<file path="config.mk">
export PLATFORM = sky130hd
export DESIGN_NAME = mem_access_ctrl
export DESIGN_NICKNAME = d
export VERILOG_FILES = /design/src/rtl/mem_access_ctrl_pkg.sv /design/src/rtl/mem_timeout_cnt.sv /design/src/rtl/mem_access_ctrl.sv
export SDC_FILE = /design/constraint.sdc
export NUM_CORES = 1
export LEC_CHECK = 0
export ABC_AREA = 1
export BUFFER_PORTS_ARGS = -buffer_cell sky130_fd_sc_hd__buf_2
export CAP_MARGIN = 20
export CORE_AREA = 5 5 103 105
export CTS_CLUSTER_DIAMETER = 50
export CTS_CLUSTER_SIZE = 28
export DETAILED_ROUTE_END_ITERATION = 12
export DIE_AREA = 0 0 108 110
export GPL_TIMING_DRIVEN = 0
export HOLD_SLACK_MARGIN = 0.02
export PLACE_DENSITY = 0.81
export SYNTH_ARGS = -nofsm -noshare
export SYNTH_HDL_FRONTEND = slang
export SYNTH_SLANG_ARGS = --single-unit
export TNS_END_PERCENT = 1
</file>
<file path="constraint.sdc">
create_clock -name clk -period 3.4 [get_ports clk]
set_input_delay 0.34 -clock clk [delete_from_list [all_inputs] [get_ports clk]]
set_output_delay 0.34 -clock clk [all_outputs]
set_load 0.01 [all_outputs]
</file>
<file path="src/rtl/mem_access_ctrl_pkg.sv">
// Shared definitions for the MEM-stage access controller: state encoding,
// default bus widths and the timeout counter sizing helper.
package mem_access_ctrl_pkg;

  localparam int DEF_ADDR_W = 32;
  localparam int DEF_DATA_W = 32;

  typedef enum logic [1:0] {
    ST_IDLE = 2'd0,
    ST_WAIT = 2'd1,
    ST_DONE = 2'd2
  } state_e;

  // Counter width able to hold 0..timeout without wrapping.
  function automatic int cnt_width(input int timeout);
    return $clog2(timeout + 1);
  endfunction

endpackage

</file>
<file path="src/rtl/mem_timeout_cnt.sv">
// Clearable, saturating up-counter that flags the last permitted wait cycle.
module mem_timeout_cnt
  import mem_access_ctrl_pkg::*;
#(
  parameter int TIMEOUT = 15,
  parameter int CNT_W   = cnt_width(TIMEOUT)
) (
  input  logic clk_i,
  input  logic rst_i,
  input  logic clr_i,
  input  logic en_i,
  output logic done_o
);

  localparam logic [CNT_W-1:0] CNT_MAX  = CNT_W'(TIMEOUT);
  localparam logic [CNT_W-1:0] CNT_LAST = CNT_W'(TIMEOUT - 1);

  logic [CNT_W-1:0] cnt_q, cnt_d;

  // Next count: clear wins, otherwise count up and hold at the ceiling.
  always_comb begin
    cnt_d = cnt_q;
    if (clr_i) begin
      cnt_d = '0;
    end else if (en_i && (cnt_q != CNT_MAX)) begin
      cnt_d = cnt_q + 1'b1;
    end
  end

  // Count register.
  always_ff @(posedge clk_i or posedge rst_i) begin
    if (rst_i) begin
      cnt_q <= '0;
    end else begin
      cnt_q <= cnt_d;
    end
  end

  assign done_o = (cnt_q == CNT_LAST);

endmodule

</file>
<file path="src/rtl/mem_access_ctrl.sv">
// MEM-stage data-memory access sequencer: issues one req/ack transaction per
// load/store, stalls the pipeline until it completes, returns load data and
// aborts with a sticky error if the memory never acknowledges.
module mem_access_ctrl
  import mem_access_ctrl_pkg::*;
#(
  parameter int ADDR_W  = DEF_ADDR_W,
  parameter int DATA_W  = DEF_DATA_W,
  parameter int TIMEOUT = 15
) (
  input  logic              clk,
  input  logic              rst,
  input  logic              mem_read,
  input  logic              mem_write,
  input  logic [ADDR_W-1:0] addr,
  input  logic [DATA_W-1:0] wdata,
  output logic              stall,
  output logic [DATA_W-1:0] rdata,
  output logic              rdata_valid,
  output logic              timeout_err,
  output logic              mem_req,
  output logic              mem_we,
  output logic [ADDR_W-1:0] mem_addr,
  output logic [DATA_W-1:0] mem_wdata,
  input  logic              mem_ack,
  input  logic [DATA_W-1:0] mem_rdata
);

  state_e            state_q, state_d;
  logic              mem_req_q, mem_req_d;
  logic              mem_we_q, mem_we_d;
  logic [ADDR_W-1:0] mem_addr_q, mem_addr_d;
  logic [DATA_W-1:0] mem_wdata_q, mem_wdata_d;
  logic [DATA_W-1:0] rdata_q, rdata_d;
  logic              rdata_valid_q, rdata_valid_d;
  logic              timeout_err_q, timeout_err_d;
  logic              cnt_clr, cnt_en, cnt_done;

  mem_timeout_cnt #(
    .TIMEOUT (TIMEOUT)
  ) u_timeout_cnt (
    .clk_i  (clk),
    .rst_i  (rst),
    .clr_i  (cnt_clr),
    .en_i   (cnt_en),
    .done_o (cnt_done)
  );

  // Next-state and output-register logic; registers hold unless a state acts.
  always_comb begin
    state_d       = state_q;
    mem_req_d     = mem_req_q;
    mem_we_d      = mem_we_q;
    mem_addr_d    = mem_addr_q;
    mem_wdata_d   = mem_wdata_q;
    rdata_d       = rdata_q;
    rdata_valid_d = 1'b0;
    timeout_err_d = timeout_err_q;
    cnt_clr       = 1'b0;
    cnt_en        = 1'b0;
    case (state_q)
      ST_IDLE: begin
        cnt_clr = 1'b1;
        if (mem_read || mem_write) begin
          mem_addr_d  = addr;
          mem_wdata_d = wdata;
          mem_we_d    = mem_write;  // a write wins when both are requested
          mem_req_d   = 1'b1;
          state_d     = ST_WAIT;
        end
      end
      ST_WAIT: begin
        cnt_en = 1'b1;
        // An ack on the final permitted cycle still counts as success.
        if (mem_ack) begin
          mem_req_d = 1'b0;
          if (!mem_we_q) begin
            rdata_d       = mem_rdata;
            rdata_valid_d = 1'b1;
          end
          state_d = ST_DONE;
        end else if (cnt_done) begin
          mem_req_d     = 1'b0;
          timeout_err_d = 1'b1;
          state_d       = ST_DONE;
        end
      end
      ST_DONE: begin
        // Request inputs still belong to the finished instruction here.
        state_d = ST_IDLE;
      end
      default: begin
        state_d = ST_IDLE;
      end
    endcase
  end

  // State and output registers.
  always_ff @(posedge clk or posedge rst) begin
    if (rst) begin
      state_q       <= ST_IDLE;
      mem_req_q     <= 1'b0;
      mem_we_q      <= 1'b0;
      mem_addr_q    <= '0;
      mem_wdata_q   <= '0;
      rdata_q       <= '0;
      rdata_valid_q <= 1'b0;
      timeout_err_q <= 1'b0;
    end else begin
      state_q       <= state_d;
      mem_req_q     <= mem_req_d;
      mem_we_q      <= mem_we_d;
      mem_addr_q    <= mem_addr_d;
      mem_wdata_q   <= mem_wdata_d;
      rdata_q       <= rdata_d;
      rdata_valid_q <= rdata_valid_d;
      timeout_err_q <= timeout_err_d;
    end
  end

  // Stall rises in the same cycle a request appears, so it is combinational.
  always_comb begin
    stall = ((state_q == ST_IDLE) && (mem_read || mem_write)) || (state_q == ST_WAIT);
  end

  assign mem_req     = mem_req_q;
  assign mem_we      = mem_we_q;
  assign mem_addr    = mem_addr_q;
  assign mem_wdata   = mem_wdata_q;
  assign rdata       = rdata_q;
  assign rdata_valid = rdata_valid_q;
  assign timeout_err = timeout_err_q;

endmodule

</file>
==> results of run 1 <==
-- Yosys cell counts, drive strengths merged --
master,n
a21oi,1
dfrtp,106
o21bai,1
nand2,177
clkbuf,3
buf,17
ha,2
nand4,1
nand3,6
xnor2,1
inv,73
nor2,3
o21ai,70
-- power groups by stage --
stage                     Sequential (µW)  Combinational, µW  Clock (µW)
after CTS                            2160               2340         814
after detailed placement             2180               2340           0
after global routing                 2240               2550         871
after floorplan                      2440               1110           0
final                                2160               2290         789
after global placement               2160               2240           0
-- flip-flops by register name (all words and copies together) (netlist names) --
register	cells
mem_addr	32
mem_req	1
mem_wdata	32
mem_we	1
rdata	32
rdata_valid	1
state_q	2
timeout_err	1
u_timeout_cnt.cnt_q	4
-- through the flow --
| step | total power (µW) | instances | utilization, % | cell area (µm²) |
|---|---|---|---|---|
| CTS | 5320 | 813 | 60.8 | 5810 |
| global placement | 4400 | 795 | 58.3 | 5570 |
| floorplan | 3550 | 461 | - | 4390 |
| global route | 5660 | 813 | 60.8 | 5810 |
| detailed placement | 4520 | 796 | 58.6 | 5600 |
| finish | 5240 | 813 | 60.8 | 5810 |
-- cells by family (layout without fill, tap and decap cells) --
kind of cell,after synthesis,in the layout,share of synthesized area (%)
buf+inv,93,312,10.8
flops,106,106,60.4
simple gates,187,187,16.5
fa+ha+maj,2,2,0.569
compound gates,72,72,11.6
xor+xnor,1,1,0.199
-- cells in the final DEF (no fill, tap or decap), drive strengths merged --
master / Yosys / final
bufinv: 0 / 1
a21oi: 1 / 1
nand2: 177 / 177
dfrtp: 106 / 106
o21bai: 1 / 1
ha: 2 / 2
nand4: 1 / 1
xnor2: 1 / 1
clkinvlp: 0 / 2
inv: 73 / 75
buf: 17 / 219
o21ai: 70 / 70
clkbuf: 3 / 12
dlygate4sd3: 0 / 1
clkinv: 0 / 2
nand3: 6 / 6
nor2: 3 / 3
-- worst max-delay path, stage by stage (launching register included) --
cell,delay [ps]
dfrtp_1,450
inv_1,90
nand2_1,80
nand2_1,90
buf_2,140
-- cell type report --
class	instances	area (µm²)
plain buffers	20	200
clock buffers	9	124
clock inverters	7	76.3
fillers	847	3740
inverters	73	277
multi-input cells	262	1270
flip-flops and latches	106	2650
well taps	133	166
repair buffers	203	1040
-- how the worst max path moves through the flow --
stage	start	end	slack, ps	depth (start not counted)
detailed placement	mem_write	mem_addr[23]	1970	4
global route	state_q[1]	stall	1730	4
floorplan	rst	mem_addr[0]	270	1
CTS	state_q[1]	stall	1820	4
global placement	rst	mem_addr[9]	-810	2
finish	state_q[1]	stall	1850	4
-- routing by layer --
layer | routed length (µm) | part of all wire (%)
met3 | 667 | 6.1
met2 | 5620 | 52
met1 | 4370 | 40
met4 | 243 | 2.2
met5 | 0 | 0
==> summary.txt, run 1 <==
Status
  – Outcome: complete, no violations

Setup path
  – Worst Path Required: between 3000 and 4000 ps
  – Setup crit start kind: flip-flop
  – Startpoint of the most critical register-to-register path: state_q[1]
  – Setup slack, reg-to-reg: slightly above 2000 ps
  – Category of the most critical setup path: reg2out
  – Worst Setup End Kind: output pin
  – Maximum fanout count along the critical path: 3
  – R2R depth: 6
  – Endpoint of the most critical register-to-register path: mem_addr[6]
  – Worst path arrival time: 1210 ps

Clock network
  – Count of instances resized after the clock tree is built: 0
  – TritonCTS clock tree: yes
  – Clock-pin slew on the worst setup and hold paths: roughly 110 ps
  – Post-CTS Setup Repair Bufs: 0
  – Clock H-tree levels: 3
  – Root Buffer Master: clkbuf_8
  – Hold Buf Count CTS: 1
  – Max Buffers Root-to-Sink: 2
  – Clock buffers created by TritonCTS: 9
  – Clock latency at the later pin of the worst-skew pair: approximately 370 ps
  – Number of clock sinks: between 100 and 150

Synthesis
  – Post-synthesis cell type count: 22
  – Most area-hungry cell type in the Yosys netlist: dfrtp_1
  – Number of nets in the synthesized netlist: roughly 560
  – Top post-synthesis cells by area: dfrtp_1, nand2_1, o21ai_2
  – Mapped Area: roughly 0.0044 mm²
  – Post-synthesis area per instance: roughly 9.5 µm²
  – Sequential element share of the synthesized area: slightly above 60%
  – Cells after Synth: 461
  – Share of the synthesized area in the top cell type: 60.4%
  – Synth warnings: 0
  – Register bit count reported by yosys: about 110

Min path
  – Worst hold path startpoint: mem_rdata[3]
  – Hold Path Cell Cnt: 3
  – WHS Endpoint: rdata[3]
  – Hold Crit Class: in2reg

Die
  – Die footprint: around 0.012 mm²
  – Height of the die: approximately 110 µm
  – Width of the die: 108 µm
  – Area inside the core boundary: roughly 0.0095 mm²
  – I/O pin count: 202
  – Row Count: 36
  – Starting density of the core: 46.0%

Routing
  – Via total after detailed routing: around 3.7k
  – Count of routing violations after the opening detailed-route iteration: 220
  – Overall routed net length: around 11000 µm
  – Wirelength per Cell: 13.4 µm
  – Count of unresolved DRC violations after routing: 0
  – Count of TritonRoute iterations in the first routing pass: 5
  – Routed via count divided by cell count: ~4.5
  – DRT antenna net count: 0

Global routing
  – Number of antenna violations at the first check in global routing: 0
  – Total overflow reported by the global router: 0
  – Number of global-route vias before repair: ~3.8k
  – Wire length of the first global-routing pass: 17600 µm
  – GR met1 Demand/Resource: a little under a quarter
  – Met3 capacity usage during global routing: about 3.5%
  – Pin count of the biggest net entering global routing: 69
  – Busiest layer in global routing: met2
  – Total GRT Usage: 18.7%
  – Fraction of met2 tracks used by global routing: between 30% and 40%

STA
  – Final critical-path setup slack: ~1800 ps
  – Finish-stage setup viols: 0
  – Relative slew slack: about two thirds
  – Tcrit/Tclk final: between 40 and 50%
  – Unrepaired setup endpoints after global routing: no
  – Worst-Margin Slew: 509 ps
  – Max-slew violation total from the final report: 0
  – Hold slack final: 163 ps
  – Hold Vio Cnt, Final: 0
  – Highest Clock Rate: between 600 and 700 MHz
  – Final min period: about 1600 ps
  – Final worst clock skew: 16.1 ps
  – Final setup TNS: 0 ps

Layout
  – Total number of nets in the final design: a little under 800
  – Proportion of layout cells with a drive suffix above 1: approximately 41%
  – Count of inserted antenna diode cells: 0
  – Area added between synthesis and finish: 32.1%

Place
  – HPWL after detailed placement: between 8000 and 9000 µm
  – Setup Slack @ Placement: approximately 2000 ps
  – Port Buf Inserts: roughly 200
  – Placer's final routability congestion estimate: 0.787

Power
  – Register share of total power: ~41%
  – Share of total power in the clock network: between 10% and 20%
  – Net load switching power: approximately 2100 µW
  – Internal power: 3150 µW
  – Sw Share: between 30% and 40%
  – IR Drop Worst-Case VDD: around 0.00043 V
  – Static power due to leakage: 0.00340 µW
  – Logic pwr share: a little over two fifths
  – Power density cells: between 900 and 1000 mW/mm²

Job
  – Total of max-cap violations: 0
No activity file was read; power rests on OpenSTA's default activity.
==> inputs of run 2 (changes only) <==
--- a/config.mk
+++ b/config.mk
@@ -8,14 +8,14 @@
 export ABC_AREA = 1
 export BUFFER_PORTS_ARGS = -buffer_cell sky130_fd_sc_hd__buf_2
 export CAP_MARGIN = 20
-export CORE_AREA = 5 5 103 105
+export CORE_AREA = 5 5 109 111
 export CTS_CLUSTER_DIAMETER = 50
 export CTS_CLUSTER_SIZE = 28
 export DETAILED_ROUTE_END_ITERATION = 12
-export DIE_AREA = 0 0 108 110
+export DIE_AREA = 0 0 114 116
 export GPL_TIMING_DRIVEN = 0
 export HOLD_SLACK_MARGIN = 0.02
-export PLACE_DENSITY = 0.81
+export PLACE_DENSITY = 0.76
 export SYNTH_ARGS = -nofsm -noshare
 export SYNTH_HDL_FRONTEND = slang
 export SYNTH_SLANG_ARGS = --single-unit
==> constraint.sdc (replaced) <==
create_clock -name clk -period 1.3 [get_ports clk]
set_input_delay 0.13 -clock clk [delete_from_list [all_inputs] [get_ports clk]]
set_output_delay 0.13 -clock clk [all_outputs]
set_load 0.01 [all_outputs]
==> summary.txt, run 2 (same netlist as run 1, synthesis figures left out) <==
Place
  – Setup Slack @ Placement: -35.4 ps (-2000 ps)
  – HPWL after detailed placement: 8690 µm (+3.5%)
  – Port Buf Inserts: 201 (unchanged)
  – Placer's final routability congestion estimate: 0.835 (+6.2%)

Setup path
  – Endpoint of the most critical register-to-register path: mem_wdata[23]
  – Combined buffer and inverter count along the critical path: 2 (unchanged)
  – Worst Path Required: 1550 ps (-1510 ps)
  – Startpoint of the most critical register-to-register path: state_q[1]
  – Maximum fanout count along the critical path: 10 (+7)
  – Setup crit start kind: flip-flop
  – Largest delay contributor family on the critical path: flip-flops
  – Critical path cell sequence: nor2_4 > o21ai_4 > clkbuf_16 > buf_12 > nand2_1 > o21ai_2
  – Worst path arrival time: 1560 ps (+350 ps)
  – Peak per-stage delay on the critical path: 440 ps (about the same)
  – Setup slack, reg-to-reg: -10 ps (-2080 ps)
  – Worst Setup End Kind: flip-flop
  – Cell at the slowest stage of the critical path: dfrtp_1
  – R2R depth: 6 (unchanged)
  – Category of the most critical setup path: reg2reg

Min path
  – Hold Crit Class: in2reg
  – Worst hold path startpoint: addr[13]
  – Hold Path Cell Cnt: 3 (unchanged)
  – WHS Endpoint: mem_addr[13]

Routing
  – Highest routed metal layer: met4
  – Routed metal-1 wirelength: 5080 µm (+16%)
  – Wirelength per Cell: 14.5 µm (+8.5%)
  – Met2 WL: 7100 µm (+26%)
  – Via total after detailed routing: 4234 (+15%)
  – Overall routed net length: 13400 µm (+23%)
  – Count of unresolved DRC violations after routing: 0 (unchanged)
  – Routed via count divided by cell count: 4.61 (+1.9%)
  – Count of routing violations after the opening detailed-route iteration: 210 (-4.5%)
  – Count of TritonRoute iterations in the first routing pass: 4 (-1)
  – DRT antenna net count: 0 (unchanged)
  – Detailed-routed wire length on met3: 725 µm (+8.7%)

Die
  – Width of the die: 114 µm (+5.6%)
  – I/O pin count: 202 (unchanged)
  – Row Count: 38 (+5.6%)
  – Height of the die: 116 µm (+5.5%)
  – Starting density of the core: 41.1% (-4.9 points)
  – Area inside the core boundary: 0.0107 mm² (+12%)
  – Die footprint: 0.0132 mm² (+11%)

STA
  – Final min period: between 1000 and 1500 ps
  – Unrepaired setup endpoints after global routing: yes
  – Max-slew violation total from the final report: 0 (unchanged)
  – Worst-Margin Slew: 812 ps (+303 ps)
  – Final worst clock skew: 5.77 ps (-10.3 ps)
  – Tcrit/Tclk final: 101%
  – Hold Vio Cnt, Final: 0 (unchanged)
  – Finish-stage setup viols: 2 (+2)
  – Relative slew slack: 45.7% (-20 points)
  – Final critical-path setup slack: -14.5 ps (-1860 ps)
  – Highest Clock Rate: 761 MHz
  – Final setup TNS: -16.4 ps (-16.4 ps)

Global routing
  – Total overflow reported by the global router: 0 (unchanged)
  – Number of global-route vias before repair: 4338 (+15%)
  – Total GRT Usage: 19.5% (+0.80 points)
  – Number of antenna violations at the first check in global routing: 0 (unchanged)
  – Pin count of the biggest net entering global routing: 40 (-42%)
  – Wire length of the first global-routing pass: 20600 µm (+17%)

Power
  – Logic pwr share: 46.9% (+3.2 points)
  – Internal power: 8750 µW (+180%)
  – Power density cells: 2100 mW/mm² (+130%)
  – Static power due to leakage: 0.00386 µW (+13%)
  – Sw Share: 40.0% (+0.091 points)
  – Share of total power in the clock network: 13.5% (-1.6 points)
  – Register share of total power: 39.6% (-1.7 points)
  – IR Drop Worst-Case VDD: 0.00128 V (+200%)
  – Net load switching power: 5840 µW (+180%)

Clock network
  – TritonCTS clock tree: yes
  – Clock latency at the later pin of the worst-skew pair: 350 ps (-20 ps)
  – Max Buffers Root-to-Sink: 2 (unchanged)
  – Clock H-tree levels: 3 (unchanged)
  – Number of clock sinks: 106 (unchanged)
  – Clock-pin slew on the worst setup and hold paths: 100 ps (about the same)
  – Root Buffer Master: clkbuf_8
  – Clock buffers created by TritonCTS: 9 (unchanged)

Status
  – Outcome: finished, violations left
  – Violated checks: negative setup slack

Layout
  – Count of inserted antenna diode cells: 0 (unchanged)
  – Proportion of layout cells with a drive suffix above 1: 40.1% (-1.1 points)
  – Storage cell area: 0.00265 mm² (unchanged)
  – Area added between synthesis and finish: 58.1%
  – Highest-count cells in the layout ignoring fill and taps: buf_2, nand2_1, dfrtp_1, dlygate4sd3_1, inv_1
  – Total number of nets in the final design: 877 (+13%)
  – Total area of multi-input combinational cells: 0.00136 mm² (+7.6%)
  – Count of fill cells added during filler insertion: 819 (-3.3%)
  – Final core utilization: 65.0% (+4.1 points)
  – Commonest non-fill, non-tap cell in the layout: buf_2

Job
  – Total of max-cap violations: 0 (unchanged)
-- run 2: changes by cell type in the layout (fill, tap and decap cells not counted), sizes merged --
cell and change:
clkinvlp +2, inv -3, dlygate4sd3 +94, buf +4, clkbuf +4, clkinv -2
-- run 2: worst min-delay path, stage by stage --
cell,delay (ps)
buf_2,100
inv_1,40
o21ai_1,80
-- run 2: worst max-delay path by stage --
stage                     cells past startpoint  slack [ps]             to  startpoint
final                                         6         -10  mem_wdata[23]  state_q[1]
after global routing                          6         -60  mem_wdata[23]  state_q[1]
after CTS                                     6         -40   mem_addr[13]  state_q[0]
after detailed placement                      6         -40   mem_addr[13]  state_q[1]
after global placement                        2        -750   mem_addr[18]         rst
after floorplan                               1        -100    mem_addr[0]         rst
-- run 2: routing by layer --
| metal | global-route usage [%] | vias to the layer above |
|---|---|---|
| met4 | 9.42 | 0 |
| li1 | - | 2016 |
| met2 | 35.7 | 165 |
| met1 | 22.1 | 2012 |
| met3 | 3.13 | 41 |
| met5 | 0 | - |
-- run 2: final cells by class --
type	instances	area share, %
flip-flops and latches	106	38.2
repair buffers	302	29.5
multi-input cells	262	19.6
inverters	73	4.07
plain buffers	20	3.40
well taps	140	2.52
clock buffers	12	1.94
clock inverters	4	0.756
-- run 2: timing repair --
action	in CTS	in global routing
setup buffers	1	2
gates cloned	0	1
hold buffers	91	4
setup endpoints to repair	23	94
pin swaps	1	3
hold endpoints to repair	123	4
resized for setup	0	72
-- run 2: through the flow --
stage	cells	cell area [µm²]	power (µW)	hold WS, ps
2_1_floorplan	461	4400	9290	240
3_3_place_gp	802	5580	11500	325
3_5_place_dp	804	5620	11800	319
4_1_cts	912	6730	14000	25.5
5_1_grt	919	6950	15600	22.2
6_report	919	6950	14600	41.3
-- run 2: power groups by stage --
| stage | clock [µW] | sequential, µW | combinational, µW |
|---|---|---|---|
| 4_1_cts | 2040 | 5650 | 6340 |
| 5_1_grt | 2180 | 5960 | 7480 |
| 3_3_place_gp | 0 | 5640 | 5890 |
| 3_5_place_dp | 0 | 5700 | 6110 |
| 2_1_floorplan | 0 | 6390 | 2900 |
| 6_report | 1970 | 5780 | 6840 |
